===== src/rtl/prescaled_counter_bank_pkg.sv =====
// ---------------------------------------------------------------------------
// prescaled_counter_bank_pkg
// Shared types and helpers for the prescaled counter bank.
//   ovf_mode_e  : per-channel overflow policy (wrap to 0 or saturate at max)
//   clog2_min1  : ceil(log2(n)) with a floor of 1, for index widths that must
//                 stay at least one bit wide even for a single channel
// ---------------------------------------------------------------------------
package prescaled_counter_bank_pkg;

   typedef enum logic {
      OVF_WRAP = 1'b0,
      OVF_SAT  = 1'b1
   } ovf_mode_e;

   function automatic int clog2_min1(input int n);
      return (n <= 1) ? 1 : $clog2(n);
   endfunction

endpackage


===== src/rtl/prescaled_counter_ch.sv =====
// ---------------------------------------------------------------------------
// prescaled_counter_ch
// One event-counter channel: programmable prescaler, main counter, sticky
// overflow flag and a one-cycle wrap pulse.
// Ports:
//   clk      in  clock, all state updates on posedge
//   rst      in  synchronous active-high reset
//   ev       in  qualified event strobe (global enable already applied)
//   clr      in  clear count, prescaler and overflow flag
//   cfg_we   in  load new divide value / overflow mode, restart prescaler
//   cfg_div  in  terminal prescale value (ratio = cfg_div + 1)
//   cfg_sat  in  1 = saturate at max, 0 = wrap to 0
//   cnt      out main counter
//   ovf      out sticky overflow flag
//   wrap     out registered pulse for the cycle following a wrap
// ---------------------------------------------------------------------------
module prescaled_counter_ch
   import prescaled_counter_bank_pkg::*;
#(
   parameter int WIDTH = 64,
   parameter int PRE_W = 8
) (
   input  logic             clk,
   input  logic             rst,
   input  logic             ev,
   input  logic             clr,
   input  logic             cfg_we,
   input  logic [PRE_W-1:0] cfg_div,
   input  logic             cfg_sat,
   output logic [WIDTH-1:0] cnt,
   output logic             ovf,
   output logic             wrap
);

   localparam logic [WIDTH-1:0] CNT_MAX = {WIDTH{1'b1}};

   logic [PRE_W-1:0] pre_q, pre_d;
   logic [PRE_W-1:0] div_q, div_d;
   ovf_mode_e        sat_q, sat_d;
   logic [WIDTH-1:0] cnt_q, cnt_d;
   logic             ovf_q, ovf_d;
   logic             wrap_q, wrap_d;

   always_comb begin
      pre_d  = pre_q;
      div_d  = div_q;
      sat_d  = sat_q;
      cnt_d  = cnt_q;
      ovf_d  = ovf_q;
      wrap_d = 1'b0;

      // A clear or a config write in the same cycle swallows the event.
      if (ev && !clr && !cfg_we) begin
         // >= rather than == so a prescaler left above a lowered divide
         // value still terminates instead of running all the way round.
         if (pre_q >= div_q) begin
            pre_d = '0;
            if (cnt_q != CNT_MAX) begin
               cnt_d = cnt_q + WIDTH'(1);
            end else if (sat_q == OVF_SAT) begin
               ovf_d = 1'b1;
            end else begin
               cnt_d  = '0;
               ovf_d  = 1'b1;
               wrap_d = 1'b1;
            end
         end else begin
            pre_d = pre_q + PRE_W'(1);
         end
      end

      if (clr) begin
         cnt_d = '0;
         pre_d = '0;
         ovf_d = 1'b0;
      end

      if (cfg_we) begin
         div_d = cfg_div;
         sat_d = ovf_mode_e'(cfg_sat);
         pre_d = '0;
      end
   end

   always_ff @(posedge clk) begin
      if (rst) begin
         pre_q  <= '0;
         div_q  <= '0;
         sat_q  <= OVF_WRAP;
         cnt_q  <= '0;
         ovf_q  <= 1'b0;
         wrap_q <= 1'b0;
      end else begin
         pre_q  <= pre_d;
         div_q  <= div_d;
         sat_q  <= sat_d;
         cnt_q  <= cnt_d;
         ovf_q  <= ovf_d;
         wrap_q <= wrap_d;
      end
   end

   assign cnt  = cnt_q;
   assign ovf  = ovf_q;
   assign wrap = wrap_q;

endmodule


===== src/rtl/prescaled_counter_bank.sv =====
// ---------------------------------------------------------------------------
// prescaled_counter_bank
// Bank of NUM_CH independent prescaled event counters.
// Ports:
//   Clk        in  clock
//   Reset      in  synchronous active-high reset
//   En         in  global count enable (gates events only)
//   Inc        in  per-channel event strobes
//   Clear      in  per-channel clear of count, prescaler and overflow flag
//   CfgWe      in  configuration write strobe
//   CfgCh      in  target channel; values >= NUM_CH are ignored
//   CfgDiv     in  terminal prescale value (ratio = CfgDiv + 1)
//   CfgSat     in  1 = saturate, 0 = wrap
//   Count      out flat counters, channel i at [i*WIDTH +: WIDTH]
//   Ovf        out sticky overflow flags
//   WrapPulse  out one-cycle wrap pulses
// ---------------------------------------------------------------------------
module prescaled_counter_bank
   import prescaled_counter_bank_pkg::*;
#(
   parameter  int NUM_CH = 4,
   parameter  int WIDTH  = 64,
   parameter  int PRE_W  = 8,
   localparam int CH_W   = clog2_min1(NUM_CH)
) (
   input  logic                    Clk,
   input  logic                    Reset,
   input  logic                    En,
   input  logic [NUM_CH-1:0]       Inc,
   input  logic [NUM_CH-1:0]       Clear,
   input  logic                    CfgWe,
   input  logic [CH_W-1:0]         CfgCh,
   input  logic [PRE_W-1:0]        CfgDiv,
   input  logic                    CfgSat,
   output logic [NUM_CH*WIDTH-1:0] Count,
   output logic [NUM_CH-1:0]       Ovf,
   output logic [NUM_CH-1:0]       WrapPulse
);

   for (genvar i = 0; i < NUM_CH; i++) begin : g_ch
      logic ch_ev;
      logic ch_we;

      assign ch_ev = En & Inc[i];
      // Out-of-range channel numbers match no instance and are dropped here.
      assign ch_we = CfgWe && (CfgCh == CH_W'(i));

      prescaled_counter_ch #(
         .WIDTH (WIDTH),
         .PRE_W (PRE_W)
      ) u_ch (
         .clk     (Clk),
         .rst     (Reset),
         .ev      (ch_ev),
         .clr     (Clear[i]),
         .cfg_we  (ch_we),
         .cfg_div (CfgDiv),
         .cfg_sat (CfgSat),
         .cnt     (Count[i*WIDTH +: WIDTH]),
         .ovf     (Ovf[i]),
         .wrap    (WrapPulse[i])
      );
   end

endmodule


===== config.mk =====
export PLATFORM = sky130hd
export DESIGN_NAME = prescaled_counter_bank
export DESIGN_NICKNAME = d
export VERILOG_FILES = /design/src/rtl/prescaled_counter_bank_pkg.sv /design/src/rtl/prescaled_counter_ch.sv /design/src/rtl/prescaled_counter_bank.sv
export SDC_FILE = /design/constraint.sdc
export NUM_CORES = 1
export LEC_CHECK = 0
export ABC_AREA = 1
export CAP_MARGIN = 20
export CORE_UTILIZATION = 50
export DETAILED_ROUTE_END_ITERATION = 16
export GPL_ROUTABILITY_DRIVEN = 0
export PLACE_DENSITY = 0.76
export SLEW_MARGIN = 10
export SYNTH_ARGS = -nofsm -noshare
export SYNTH_HDL_FRONTEND = slang
export SYNTH_SLANG_ARGS = --single-unit

===== constraint.sdc =====
create_clock -name Clk -period 2.1 [get_ports Clk]
set_input_delay 0.21 -clock Clk [delete_from_list [all_inputs] [get_ports Clk]]
set_output_delay 0.21 -clock Clk [all_outputs]
set_load 0.01 [all_outputs]

=== After elaboration in Yosys (flattened, before gate mapping) ===
Cells that the tools add are included.

* Output and inout bits: 264
* Input port bits: 23
* Register bits after elaboration: 332
* Logic and storage cells: 120

* Magnitude comparators: 4
* Muxes and demuxes: 16
* Bitwise gates (word level): 16
* Add/subtract/negate cells: 8
* Reduce and logical (&&, ||, !) cells: 41
* Equal/unequal tests: 11

{| class="wikitable"
|+ Operator list
! kind !! number
|-
| 2-to-1 mux 64 bit || 8
|-
| adder 64 x 1 -> 64 bit (second input constant) || 4
|-
| != test 64 bit (second input constant) || 4
|-
| adder 8 x 1 -> 8 bit (second input constant) || 4
|-
| greater-or-equal comparator 8 bit || 4
|-
| 2-to-1 mux 8 bit || 4
|-
| AND reduction 3 bit || 8
|-
| OR reduction 4 bit || 4
|-
| logical AND 1 bit || 12
|-
| NOT 1 bit || 12
|-
| OR reduction 3 bit || 4
|-
| zero test 1 bit || 8
|-
| != test 2 bit (second input constant) || 4
|-
| OR reduction 2 bit || 4
|-
| AND 1 bit || 4
|-
| == test 2 bit (second input constant) || 2
|-
| 2-to-1 mux 1 bit || 4
|-
| == test 2 x 1 -> 1 bit (second input constant) || 1
|-
| zero test 2 bit || 1
|}

=== Longest topological paths before layout ===
Gate-level depths: netlist of run 1.

* Word-level depth: 6
* Depth in mapped cells: 16
* Mapped depth without buffers: 16

=== Cells and area by module ===
Synthesis of run 1 repeated with hierarchy kept, for this count alone.

* Cells, all modules: 4084
* Area total of the unflattened synthesis: 23282.3 um^2

{| class="wikitable"
|+ Modules (own cells, without submodules)
! module !! times used !! area an instance (um^2) !! sequential area each (um^2) !! cells each
|-
| prescaled_counter_ch || 4 || 5805.6 || 1661.6 || 1017
|-
| prescaled_counter_bank || 1 || 60.1 || 0.0 || 16
|}

=== Worst setup path before layout of run 1 ===
OpenSTA, ideal clock, no wires.

* Path type: reg-to-reg
* From: register g_ch[0].u_ch.cnt_q[0]
* To: register g_ch[0].u_ch.cnt_q[40]
* Clock period less this slack: 2.164 ns
* Buffers on the path: 2
* Data arrival time: 2.048 ns
* Stages on the path, launching flop included: 15
* Setup time: 0.116 ns
* Data required time: 1.984 ns
* Slack: -0.064 ns
* Cell sequence: dfxtp_1 > ha_1 > inv_2 > nor2_2 > nand2_2 > nor2_8 > nand2_4 > nor2_4 > nand2_2 > buf_6 > buf_6 > nand3_1 > nand2_1 > inv_2 > nor2_1

* Word-level cells in the longest chain between the ends: 3
* Elaborated cells between the ends (all ways): 5
* Classes of those cells: 1 x add/sub; 2 x eq/ne; 1 x mux; 1 x reduce/logical

{| class="wikitable"
|+ Ends and longest elaborated chain
! element !! RTL line !! RTL
|-
| start: declaration || prescaled_counter_ch.sv:40 || <nowiki>logic [WIDTH-1:0] cnt_q, cnt_d;</nowiki>
|-
| start signal: assignment || prescaled_counter_ch.sv:97 || <nowiki>cnt_q <= cnt_d;</nowiki>
|-
| parallel branches: the longest is 3 deep, another holds adder 64 x 1 -> 64 bit || n/a ||
|}

Several ways; the timed one is not identified.
A chain may end at the register's enable or synchronous reset.

=== Final worst setup path of run 1 ===
* From: register g_ch[1].u_ch.cnt_q[37]
* To: register g_ch[1].u_ch.cnt_q[3]

* Word-level cells in the longest chain between the ends: 3
* Elaborated cells between the ends (all ways): 4
* Classes of those cells: 2 x eq/ne; 1 x mux; 1 x reduce/logical

{| class="wikitable"
|+ Ends and longest elaborated chain
! element !! RTL line !! RTL
|-
| start: declaration || prescaled_counter_ch.sv:40 ||
|-
| start signal: assignment || prescaled_counter_ch.sv:97 ||
|-
| != test 64 bit (*) || prescaled_counter_ch.sv:58 || <nowiki>if (cnt_q != CNT_MAX) begin</nowiki>
|-
| != test 2 bit (no source line) || n/a ||
|-
| AND reduction 3 bit (no source line) || n/a ||
|}

Every way passes the cells marked *; elsewhere a longest branch is shown, timed or not.

==> metrics.cfg, run 1 <==
[run_status]
status=finished, final reports clean

[power_and_ir_drop]
vdd_ir_drop_max_v=0.000640
power_leakage_uw=0.0125
power_uw=14600
powerDensity_nw_per_um2=463

[sta]
slew_viol_final=0
setup_viol=0
slew_headroom=0.699
finalCritPeriodShare=0.981
report.final.hold_viol_count=0
finalCriticalPeriod_ns=2.06
rsz0062_at_grt=true
tns_ns=0
tightest_slew_ns=0.450
max_freq_ghz=0.486
worst_slack_ns=0.0409
finClkSkew_ns=0.0116

[final_layout]
fill_cells=4199
final_cells=5428
finalCoreUtilization=0.679
layout-drive-gt1-share=0.131
nets=4851
syn2layout_area_growth_pct=33.9

[routing]
ant_nets=0
avgRoutedWirePerCell_um=15.6
drt_iter0_markers=2949
via_count=28700
drcViolationCount=0
firstDrtPassIters=7
wl_mm=84.6
viasPerCell=5.28

[hold_path]
hp-start=CfgDiv[3]
worstHoldPathType=input port to flip-flop

[setup_path]
cp-start-kind=flip-flop
crit_type=flip-flop to flip-flop
timing.rr.start=g_ch[1].u_ch.cnt[37]
cp_max_fo=20
startpoint=g_ch[1].u_ch.cnt[37]
end_kind=flip-flop
required_ns=2.61
cp.arrival_ns=2.56

[floorplan]
fp.dieW_um=219
dieArea_um2=48100
fp.dieH_um=219
core_area_um2=46600
start_util=0.507
rows=79
ios=287

[placed_design]
dpl.cell_count=5331
portBuffers=286
dp_slack_ns=-0.102
place_hpwl_mm=62.2

[global_routing]
grt_max_degree=45
antenna_found_initial=3
gr-total-overflow=0
grt_use_total=0.337
grt_pass1_vias=25400
grt_pass1_wl_mm=130

[clocking]
root_buffer=clkbuf_16
clock_latency_ns=0.58
clockBufferDepth=3
htreeDepth=2
clkSinkCount=332
cts_tree=done
clk_pin_slew_ns=0.06
numCtsBuffers=42

[logic_synthesis]
synth_edf_count=0
syn_inst=4182
syn_nets=4245
yosysMostFrequentCell=nand2_1
ys.flop_type=dfxtp_1
netlist.area_leader.share=0.282
yosys_warnings=0
synth.avg_cell_area_um2=5.64
async_flop_share=0
yosys_register_bits=332
synth_top_cell_by_area=dfxtp_1
netlist_area_um2=23600
synthTopCellsByArea=dfxtp_1 28%, nand2_1 23%, nor2_1 14%
yosysUniqueCellTypes=38
yosysSeqAreaShare=0.282
synthTopCellsByCount=1426 x nand2_1, 873 x nor2_1, 438 x inv_1

[job]
max_cap_viol_count=0

==> power by group <==
part / switching, uW / internal [uW]
clock: 3010 / 4270
sequential: 33.3 / 6350
combinational: 603 / 370
total: 3650 / 11000
==> flip-flops by register name (all words and copies together) (netlist names) <==
name	count
g_ch.u_ch.cnt	256
g_ch.u_ch.div_q	32
g_ch.u_ch.sat_q	4
g_ch.u_ch.ovf	4
g_ch.u_ch.wrap	4
g_ch.u_ch.pre_q	32
==> critical path: stages (launching register included) <==
cell,delay (ns)
dfxtp_1,0.39
nand2_1,0.09
nor2_1,0.25
nand2_2,0.15
nor2_4,0.17
nand2_2,0.11
nor2_8,0.17
nand2_2,0.11
nand2_4,0.13
buf_12,0.18
o21ai_0,0.10
nor2_1,0.12
==> stage by stage <==
stage	instance area [um^2]	hold slack, ns
6_report	31600	0.403
4_1_cts	31000	0.367
3_5_place_dp	29700	0.442
2_1_floorplan	23600	0.345
5_1_grt	31600	0.411
3_3_place_gp	29700	0.437
==> layout by cell type, fill, tap and decap left out, types with 24 or more instances in the layout <==
master              n
xor2_1             44
xnor2_1            24
clkdlybuf4s50_1   286
clkbuf_16          51
nand3_1           320
nand3b_1           34
a21oi_1           194
ha_1               35
nor3_1             31
buf_12             28
o21ai_0           101
buf_4             356
nor2_2             55
inv_1             437
nand2_1          1417
clkinv_1           39
nor2_1            825
nand4_1            36
dfxtp_1           309
==> final timing paths <==
check	to	slack, ns	cells after the start
worst max register to register	g_ch[1].u_ch.cnt[3]	0.04	11
worst min register to register	g_ch[0].u_ch.ovf	0.45	2
worst min-delay path	g_ch[0].u_ch.div_q[3]	0.40	3
worst max-delay path	g_ch[1].u_ch.cnt[3]	0.04	11
==> per-layer routing <==
| metal | vias up | part of all wire | GRT usage |
|---|---|---|---|
| met2 | 1459 | 0.44 | 0.532 |
| li1 | 14200 | - | - |
| met3 | 244 | 0.11 | 0.0712 |
| met4 | 2 | 0.035 | 0.119 |
| met1 | 12800 | 0.42 | 0.452 |
| met5 | - | 0.00015 | 0 |
==> what timing repair did <==
action	in CTS	in global routing
gates resized for setup	6	103
setup buffers	0	12
pin swaps	0	9
cloned	0	8
endpoints found under the setup margin	40	251
hold buffers	0	0
==> kinds of logic (layout without fill, tap and decap cells) <==
family                     after synthesis  count (layout)  synth area share
AOI/OAI and AO/OA                      327             327            0.0724
xor gates and xnor gates                68              68            0.0252
and+or+nand+nor                       2796            2796             0.489
adders and majority gates               40              40            0.0212
other                                    0               2                 0
DFF                                    332             332             0.282
buffers and inverters                  619            1256             0.111
==> area by class of cell <==
class	instances	area [um^2]	area share
multi-input combinational	3231	14600	0.463
timing repair buffer	681	6310	0.200
inverter	500	1890	0.0597
antenna	2	5.00	0.000158
clock buffer	66	1270	0.0403
clock inverter	9	70.1	0.00222
sequential	332	6680	0.211
tap	607	759	0.0240
Power figures use the tool's default switching activity.
==> inputs of run 2 (changes only) <==
Settings changed: CELL_PAD_IN_SITES_DETAIL_PLACEMENT from default to 0, CELL_PAD_IN_SITES_GLOBAL_PLACEMENT from default to 1, CORE_UTILIZATION 50 to 35, PLACE_DENSITY 0.76 to default, PLACE_DENSITY_LB_ADDON from default to 0.1.
==> run 2 against run 1 <==
Net effect:
- sequential share of layout area down 0.95 points
- global-route usage down 7.0 points
- fmax up 3.4%
- count of clock-buffer cells in the layout down 3
- die area up 42%
- via count down 3.5%
- cell area up 4.7%
- non-clock buffer count up 91
- critical path type unchanged
- largest cell class unchanged
- largest power group unchanged
==> metrics.cfg, run 2 (same netlist as run 1, synthesis figures left out) <==
[global_routing]
grt_pass1_vias=25600
antenna_found_initial=5
grt_max_degree=39
grt_use_total=0.267
gr-total-overflow=0
grt_pass1_wl_mm=144

[floorplan]
dieArea_um2=68500
ios=287
core_area_um2=66200
fp.dieH_um=262
rows=94
start_util=0.356
fp.dieW_um=262

[job]
max_cap_viol_count=0

[sta]
slew_viol_final=0
slew_headroom=0.670
report.final.hold_viol_count=0
finalCritPeriodShare=0.948
setup_viol=0
rsz0062_at_grt=true
max_freq_ghz=0.502
tightest_slew_ns=0.493
finalCriticalPeriod_ns=1.99
finClkSkew_ns=0.0126

[final_layout]
largest_reg_flops=256
layout-drive-gt1-share=0.153
final_cells=5779
most-common-layout-cells=1411 x nand2_1, 819 x nor2_1, 436 x inv_1
final_common_cell=nand2_1
syn2layout_area_growth_pct=40.3
finalCoreUtilization=0.500
fill_cells=7079
nets=4944

[setup_path]
end_kind=flip-flop
cp.arrival_ns=2.50
crit_type=flip-flop to flip-flop
cp_max_fo=29
required_ns=2.61
cp-start-kind=flip-flop

[power_and_ir_drop]
powerDensity_nw_per_um2=478
power_leakage_uw=0.0131
vdd_ir_drop_max_v=0.000472

[clocking]
clockBufferDepth=3
cts_tree=done
htreeDepth=2
clkSinkCount=332
clock_latency_ns=0.58
root_buffer=clkbuf_16
holdBufCountCts=0
clk_pin_slew_ns=0.06
numCtsBuffers=44

[hold_path]
worstHoldPathType=input port to flip-flop

[routing]
drt_iter0_markers=2039
drcViolationCount=0
avgRoutedWirePerCell_um=16.5
firstDrtPassIters=7
via_count=27700
viasPerCell=4.79
ant_nets=0
wl_mm=95.3

[placed_design]
portBuffers=286
place_hpwl_mm=72.1
dpl.cell_count=5675

[run_status]
status=finished, final reports clean

## run 2: cell types whose count changed in the layout (fill, tap and decap cells not counted), sizes merged
cell,before,now
clkbuf,72,73
clkinv,48,47
bufinv,1,7
clkinvlp,0,1
diode,2,1
inv,460,461
buf,389,476
## run 2: worst paths after layout
check / from / endpoint / slack (ns) / cells after the start
worst max-delay path: g_ch[2].u_ch.cnt[0] / g_ch[2].u_ch.cnt[44] / 0.11 / 13
worst min-delay path: CfgDiv[1] / g_ch[0].u_ch.div_q[1] / 0.39 / 3
worst max register to register: g_ch[2].u_ch.cnt[0] / g_ch[2].u_ch.cnt[44] / 0.11 / 13
worst min register to register: g_ch[2].u_ch.div_q[4] / g_ch[2].u_ch.div_q[4] / 0.45 / 2
## run 2: what timing repair did
| item | in CTS | in global routing |
|---|---|---|
| pin swaps | 0 | 17 |
| gates resized for setup | 6 | 121 |
| setup endpoints to repair | 49 | 254 |
| cloned | 0 | 13 |
| endpoints found under the hold margin | 0 | 0 |
| buffers inserted | 0 | 11 |
## run 2: through the flow
step	setup WS [ns]	area, um^2	TNS (ns)	hold slack, ns	power (uW)
2_1_floorplan	0.00351	23600	0	0.345	7040
4_1_cts	0.00569	32300	0	0.346	15900
3_5_place_dp	-0.0709	30700	-4.19	0.450	7480
3_3_place_gp	-0.0534	30700	-2.50	0.446	7480
5_1_grt	-0.0284	33100	-0.241	0.379	16400
6_report	0.108	33100	0	0.388	15800
## run 2: cell type report
type	instances	area, um^2	share of cell area
Antenna cell	1	2.50	0.0000756
Clock buffer	63	1310	0.0397
Clock inverter	16	258	0.00779
Sequential cell	332	6680	0.202
Tap cell	864	1080	0.0327
Inverter	500	1880	0.0568
Multi-Input combinational cell	3231	14700	0.444
Timing Repair Buffer	772	7190	0.217
## run 2: power by group
part	internal (uW)	switching [uW]
Sequential	6350	31.7
Clock	5180	3200
Combinational	422	634
## run 2: critical path, cell delays in order (launching register included)
cell and delay [ns]:
dfxtp_1 0.35, ha_2 0.20, inv_2 0.04, nor2_4 0.12, nand2_4 0.10, nor2_8 0.14
nand2_4 0.08, nor2_4 0.12, nand3_4 0.16, buf_12 0.17, buf_12 0.15, nand3_1 0.09
nand2_1 0.09, nor2_1 0.11
## run 2: per-layer routing
metal,GRT usage,up-vias,share of wire
li1,-,14300,-
met1,0.374,12400,0.47
met2,0.426,768,0.45
met3,0.0358,139,0.061
met4,0.0733,8,0.025
met5,0,-,0.00052
